### config.mk
export PLATFORM = sky130hd
export DESIGN_NAME = param_counter
export DESIGN_NICKNAME = d
export VERILOG_FILES = /design/src/rtl/counter_pkg.sv /design/src/rtl/tick_prescaler.sv /design/src/rtl/param_counter.sv
export SDC_FILE = /design/constraint.sdc
export NUM_CORES = 1
export LEC_CHECK = 0
export CORE_UTILIZATION = 35
export DETAILED_ROUTE_END_ITERATION = 7
export GPL_TIMING_DRIVEN = 0
export MAX_ROUTING_LAYER = met4
export SYNTH_ARGS = -nofsm -noshare
export SYNTH_HDL_FRONTEND = slang
export SYNTH_SLANG_ARGS = --single-unit
### constraint.sdc
create_clock -name clk -period 3.7 [get_ports clk]
set_input_delay 0.74 -clock clk [delete_from_list [all_inputs] [get_ports clk]]
set_output_delay 0.74 -clock clk [all_outputs]
set_load 0.02 [all_outputs]
### src/rtl/counter_pkg.sv
// ============================================================================
//  Module   : counter_pkg
//  Purpose  : Shared constants and helpers for the parametrised counter family.
//  Revision : 1.0  initial release
// ============================================================================
`default_nettype none

package counter_pkg;

    localparam logic DIR_UP   = 1'b1;
    localparam logic DIR_DOWN = 1'b0;

    function automatic logic [31:0] clamp(input logic [31:0] value,
                                          input logic [31:0] max_count);
        return (value > max_count) ? max_count : value;
    endfunction

    // Prescaler register width; a 1-bit register is kept even when PRESCALE=1.
    function automatic int prescale_width(input int prescale);
        return (prescale > 1) ? $clog2(prescale) : 1;
    endfunction

endpackage

`default_nettype wire

### src/rtl/tick_prescaler.sv
// ============================================================================
//  Module   : tick_prescaler
//  Purpose  : Divides enabled cycles by PRESCALE and emits a one-cycle tick.
//  Revision : 1.0  initial release
// ============================================================================
`default_nettype none

module tick_prescaler
    import counter_pkg::*;
#(
    parameter int PRESCALE = 1
) (
    input  logic clk,
    input  logic rst,
    input  logic en,
    input  logic sync_clr,
    output logic tick
);

    localparam int                PW      = prescale_width(PRESCALE);
    localparam logic [PW-1:0]     C_LAST  = PW'(PRESCALE - 1);
    localparam logic [PW-1:0]     C_ONE   = PW'(1);

    logic [PW-1:0] r_cnt;

    // With PRESCALE=1 the register never leaves zero, so tick collapses to en.
    assign tick = en && (r_cnt == C_LAST);

    always_ff @(posedge clk or posedge rst) begin
        if (rst) begin
            r_cnt <= '0;
        end else if (sync_clr) begin
            r_cnt <= '0;
        end else if (en) begin
            r_cnt <= tick ? '0 : (r_cnt + C_ONE);
        end
    end

endmodule

`default_nettype wire

### src/rtl/param_counter.sv
// ============================================================================
//  Module   : param_counter
//  Purpose  : Up/down counter with modulus, wrap/saturate, load, clear,
//             enable prescaler and registered terminal-count pulse.
//  Revision : 1.0  initial release
// ============================================================================
`default_nettype none

module param_counter
    import counter_pkg::*;
#(
    parameter int WIDTH     = 4,
    parameter int MAX_COUNT = (1 << WIDTH) - 1,
    parameter int PRESCALE  = 1,
    parameter int SATURATE  = 0
) (
    input  logic             clk,
    input  logic             rst,
    input  logic             en,
    input  logic             up_dn,
    input  logic             clr,
    input  logic             load,
    input  logic [WIDTH-1:0] load_val,
    output logic [WIDTH-1:0] out,
    output logic             tc
);

    localparam logic [WIDTH-1:0] C_MAX = WIDTH'(MAX_COUNT);
    localparam logic [WIDTH-1:0] C_ONE = WIDTH'(1);

    logic [WIDTH-1:0] r_count;
    logic             r_tc;
    logic             w_tick;
    logic             w_sync_clr;
    logic [WIDTH-1:0] w_load_clamped;
    logic [WIDTH-1:0] w_step_val;
    logic             w_step_tc;

    assign w_sync_clr     = clr | load;
    assign w_load_clamped = WIDTH'(clamp(32'(load_val), 32'(MAX_COUNT)));

    tick_prescaler #(
        .PRESCALE (PRESCALE)
    ) u_prescaler (
        .clk      (clk),
        .rst      (rst),
        .en       (en),
        .sync_clr (w_sync_clr),
        .tick     (w_tick)
    );

    // An out-of-range count (>MAX) recovers to 0 on the next up step.
    always_comb begin
        w_step_val = r_count;
        w_step_tc  = 1'b0;
        if (up_dn == DIR_UP) begin
            if (r_count >= C_MAX) begin
                w_step_tc  = 1'b1;
                w_step_val = ((SATURATE != 0) && (r_count == C_MAX)) ? r_count : '0;
            end else begin
                w_step_val = r_count + C_ONE;
            end
        end else begin
            if (r_count == '0) begin
                w_step_tc  = 1'b1;
                w_step_val = (SATURATE != 0) ? '0 : C_MAX;
            end else begin
                w_step_val = r_count - C_ONE;
            end
        end
    end

    always_ff @(posedge clk or posedge rst) begin
        if (rst) begin
            r_count <= '0;
            r_tc    <= 1'b0;
        end else if (clr) begin
            r_count <= '0;
            r_tc    <= 1'b0;
        end else if (load) begin
            r_count <= w_load_clamped;
            r_tc    <= 1'b0;
        end else if (w_tick) begin
            r_count <= w_step_val;
            r_tc    <= w_step_tc;
        end else begin
            r_tc    <= 1'b0;
        end
    end

    assign out = r_count;
    assign tc  = r_tc;

endmodule

`default_nettype wire

==> out/qor.yml, run 1 <==
setup_path:
  critPathBufInv: 1
  cp_cell_sequence: "clkdlybuf4s50_1"
  critPathMaxStageDelay_ps: 660
  cp_slowest_cell: "clkdlybuf4s50_1"
  cp.arrival_ps: 1400
  path_class: "reg -> out"
  cp.required_ps: 2960
  startpoint_type: "flop"
  end_kind: "output pin"
  cpLargestDelayFamily: "buffers and inverters"
  cp_max_fo: 9
clock_network:
  cts_tree: "done"
  clock_latency_ps: 240
  cts_max_path_buffers: 2
  post-cts-setup-buffer-count: 0
  cts_resized: 0
  cts_max_level: 1
  cts_root_buffer: "clkbuf_4"
  hold_buffers: 0
  clk_pin_slew_ps: 40
  cts_buffers: 3
  cts_sinks: 6
die:
  die_w_um: 38.4
  start_util_pct: 39.6
  io_pins: 15
  die_h_um: 38.4
  rows: 12
  coreArea_mm2: 0.00117
  dieArea_mm2: 0.00148
power_and_ir_drop:
  power_density_mw_per_mm2: 318
  p_comb_share_pct: 33.0
  p_sw_uw: 59.6
  p_clk_share_pct: 29.6
  p_int_uw: 142
  ir_worst_vdd_uv: 184
  pwr-share-seq_pct: 37.4
  p_leak_nw: 0.281
  swShare_pct: 29.6
  finalPower_uw: 202
cells_and_area:
  final_cell_mix: "clkdlybuf4s50_1 (13), dfrtp_1 (6), inv_1 (4)"
  drive_gt1_share_pct: 16.4
  multi_input_area_um2: 270
  final_common_cell: "clkdlybuf4s50_1"
  num_antenna_cells: 0
  area.growth.synth_to_final_pct: 36.7
  nNetsFinal: 81
  fill_cells: 132
  seqCellArea_um2: 150
global_routing:
  grt_pass1_wl_um: 1640
  grt_max_degree: 11
  antenna_found_initial: 0
  grt_pass1_vias: 410
  gr-total-overflow: 0
  grt_usage_pct: 16.7
synthesis:
  synth_ff_type: "dfrtp_1"
  synth_edf_count: 0
  synth.cell_area_um2: 464
  synthesis.nets: 63
  postSynthAreaPerCell_um2: 9.10
  synth.largest_area_cell: "dfrtp_1"
  yosysTopAreaCellShare_pct: 32.3
  yosysSeqAreaShare_pct: 32.3
  synth_area_leaders: "dfrtp_1 (32%), ha_1 (5.4%), a31oi_1 (4.0%), nor2b_1 (4.0%), xor2_1 (3.8%)"
  synth.distinct_cells: 29
  ys_warn_count: 0
  synth-seq-cells: 6
  syn_inst: 51
  synthArstFlopShare_pct: 100
timing:
  worstMarginPinSlew_ps: 309
  setup_viol: 0
  rsz0062_at_grt: "no"
  slew_viol_final: 0
  skew_ps: 2.46
  fmaxAchievable_mhz: 467
  final.setup.tns_ps: 0
  relSlewSlack_pct: 79.3
  fin_crit_sh_pct: 57.9
  fin_crit_ps: 2140
  hold_viol_final: 0
min_path:
  holdCritPathClass: "reg -> reg"
detailed_routing:
  wirelength_um: 966
  drt_iter0_markers: 5
  viasPerCell: 5.26
  drtPass1Iterations: 2
  drc_errors: 0
  wl_per_cell_um: 11.9
  postRouteAntennaNets: 0
  num_vias: 426
placed_design:
  io_buffer_count: 13
  place_congestion: 0.762
  dp_hpwl_um: 742
run_status:
  status: "finished clean"
run:
  drv_cap: 0
-- cells by family after synthesis --
logic type / share of synthesized area (%)
flops: 32.3
compound gates: 26.4
fa+ha+maj: 5.39
mux: 2.16
buf+inv: 9.43
xor+xnor: 3.77
simple gates: 20.5
-- worst register-to-register path: stages (launching register included) --
cell     delay, ps
dfrtp_1        390
buf_2          180
inv_1           70
ha_1           170
or3b_4         400
a21oi_2        130
nor3_1          60
o41ai_2        260
-- registers in the layout (all words and copies together) (netlist names) --
name	flops
u_prescaler.r_cnt	1
tc	1
out	4
-- power by group through the flow --
stage                     logic (mW)  registers (mW)  clock network, mW
after floorplan               0.0381          0.0802                  0
after global placement        0.0666          0.0763                  0
after detailed placement      0.0670          0.0765                  0
after CTS                     0.0673          0.0756             0.0622
after global routing          0.0726          0.0762             0.0662
final                         0.0666          0.0756             0.0596
-- cells in the mapped netlist, drive strengths merged (2+ instances only) --
master and n:
a31oi 3, ha 2, inv 4, a22oi 2, xor2 2, nor3 3
nor2 3, a21oi 3, nor2b 3, buf 4, o21a 2, dfrtp 6
-- final timing paths --
kind / start / endpoint / slack, ps / cells after the start
max reg2reg: out[0] / out[0] / 1940 / 7
min reg2reg: u_prescaler.r_cnt / u_prescaler.r_cnt / 530 / 1
max in group asynchronous: rst / tc / 2760 / 2
min in group asynchronous: rst / out[1] / 730 / 2
max: out[3] / out[3] / 1560 / 1
min: u_prescaler.r_cnt / u_prescaler.r_cnt / 530 / 1
-- per-stage QoR --
step           utilization (%)  worst slack, ps  area (um^2)  hold WS, ps  cells
2_1_floorplan                -             1910          464          514     51
3_3_place_gp              52.2             1730          612          526     78
3_5_place_dp              52.2             1730          612          531     78
4_1_cts                   54.2             1550          634          537     81
5_1_grt                   54.2             1520          634          561     81
6_report                  54.2             1560          634          532     81
-- area by class of cell --
type                    instances  share of cell area, %
inverters                       4                   2.37
repair buffers                 13                   20.5
multi-input cells              37                   42.6
flip-flops and latches          6                   23.7
well taps                      14                   2.76
plain buffers                   4                   4.54
clock buffers                   3                   3.55
-- per-layer routing --
layer	routed length, um	global-route usage [%]	vias up
met5	0	-	-
met4	0	2.59	0
met3	47	6.98	0
met2	521	30.5	9
met1	397	16.9	200
li1	-	-	217
Power figures use the tool's default switching activity.
==> run 2, diff against run 1 <==
PLACE_DENSITY = 0.66   (was unset)
clock period = 1.8 ns   (was 3.7 ns; I/O delays follow)
==> run 2 against run 1 <==
  * Combinational power grew 110%
  * Utilization up 0.43 points
  * Worst setup slack lost 1500 ps
  * Critical path depth is 6 higher
  * Cell area up 0.79%
  * Die area stayed put
  * Wire length grew 0.62%
  * Total power increased by 110%
  * Via count did not move
  * First-iteration DRC count grew 120%
  * Clock-buffer cell count did not move
  * Global-route usage rose by 0.83 points
  * Largest power group unchanged
  * Highest routed layer is now met4
==> out/qor.yml, run 2 (same netlist as run 1, synthesis figures left out) <==
run_status:
  status: "finished clean"
power_and_ir_drop:
  p_leak_nw: 0.310
  ir_worst_vdd_uv: 302
  power_density_mw_per_mm2: 671
  finalPower_uw: 429
setup_path:
  cp_max_fo: 8
  path_class: "reg -> reg"
  cp.arrival_ps: 1850
  cp.required_ps: 1950
  end_kind: "flop"
  startpoint_type: "flop"
detailed_routing:
  postRouteAntennaNets: 0
  wirelength_um: 972
  drt_iter0_markers: 11
  viasPerCell: 5.26
  drc_errors: 0
  num_vias: 426
  wl_per_cell_um: 12.0
  drtPass1Iterations: 4
global_routing:
  grt_usage_pct: 17.5
  grt_pass1_vias: 391
  gr-total-overflow: 0
  antenna_found_initial: 0
  grt_pass1_wl_um: 1700
  grt_max_degree: 11
placed_design:
  dpl_cell_area_um2: 612
  place_ws_ps: 43.6
  dp_hpwl_um: 692
  place_congestion: 0.817
  io_buffer_count: 13
  place_inst: 78
timing:
  rsz0062_at_grt: "yes"
  slew_viol_final: 0
  skew_ps: 4.84
  finalWorstSetupSlack_ps: 102
  hold_viol_final: 0
  relSlewSlack_pct: 80.1
  fmaxAchievable_mhz: 589
  setup_viol: 0
  fin_crit_ps: 1700
  fin_crit_sh_pct: 94.3
  worstMarginPinSlew_ps: 297
clock_network:
  clock_latency_ps: 260
  clk_pin_slew_ps: 50
  post-cts-setup-buffer-count: 0
  cts_tree: "done"
  cts_root_buffer: "clkbuf_4"
  cts_sinks: 6
  cts_max_level: 1
  cts_buffers: 3
  cts_max_path_buffers: 2
cells_and_area:
  instances_no_fill: 81
  fin_util_pct: 54.6
  num_antenna_cells: 0
  fill_cells: 111
  drive_gt1_share_pct: 16.4
  final_common_cell: "clkdlybuf4s50_1"
  final_cell_mix: "clkdlybuf4s50_1 (11), dfrtp_1 (6), inv_1 (4)"
  area.growth.synth_to_final_pct: 37.7
  largest_reg_flops: 4
  fin_area_um2: 639
  nNetsFinal: 81
min_path:
  holdCritPathClass: "in -> async"
die:
  die_h_um: 38.4
  io_pins: 15
  coreArea_mm2: 0.00117
  die_w_um: 38.4
  dieArea_mm2: 0.00148
  start_util_pct: 39.6
  rows: 12
run:
  drv_cap: 0
run 2: what timing repair did:
action | in CTS | in global routing
hold buffers | 0 | 0
resized for setup | 0 | 2
endpoints found under the setup margin | 0 | 3
run 2: where the power goes:
part / leakage, nW / total (mW) / internal, mW / switching (mW)
registers: 0.0793 / 0.154 / 0.143 / 0.0114
logic: 0.217 / 0.137 / 0.0727 / 0.0642
clock network: 0.0138 / 0.138 / 0.0763 / 0.0615
run 2: final timing paths:
path	from	to	slack (ps)	cells past startpoint
hold reg to reg	u_prescaler.r_cnt	u_prescaler.r_cnt	540	1
setup reg to reg	out[0]	out[0]	100	7
max in group asynchronous	rst	tc	1280	2
min in group clk	u_prescaler.r_cnt	u_prescaler.r_cnt	540	1
setup / recovery	out[0]	out[0]	100	7
hold / removal	rst	out[3]	320	2
run 2: worst max-delay path, cell delays in order (launching register included):
cell and delay [ps]:
dfrtp_1 390, buf_2 180, inv_1 60, ha_1 170, or3b_4 390, a21oi_2 140, nor3_1 60, o41ai_2 200
run 2: metal layers:
metal | vias to the layer above | track usage [%] | part of all wire, % | routed length, um
met3 | 3 | 4.07 | 6.2 | 60
met4 | 0 | 7.76 | 1.9 | 18
met1 | 191 | 21.4 | 45 | 436
li1 | 218 | - | - | -
met5 | - | - | 0 | 0
met2 | 14 | 27.5 | 47 | 456
run 2: cell type report:
cell class / count / area [um^2] / share of cell area, %
Inverter: 4 / 15.0 / 2.35
Tap cell: 14 / 17.5 / 2.74
Buffer: 4 / 28.8 / 4.50
Multi-Input combinational cell: 37 / 270 / 42.3
Timing Repair Buffer: 13 / 135 / 21.1
Sequential cell: 6 / 150 / 23.5
Clock buffer: 3 / 22.5 / 3.52
run 2: per-stage QoR:
stage,hold WS [ps],TNS (ps)
global route,372,-22.7
CTS,326,0
global placement,526,0
floorplan,151,0
detailed placement,532,0
finish,318,0
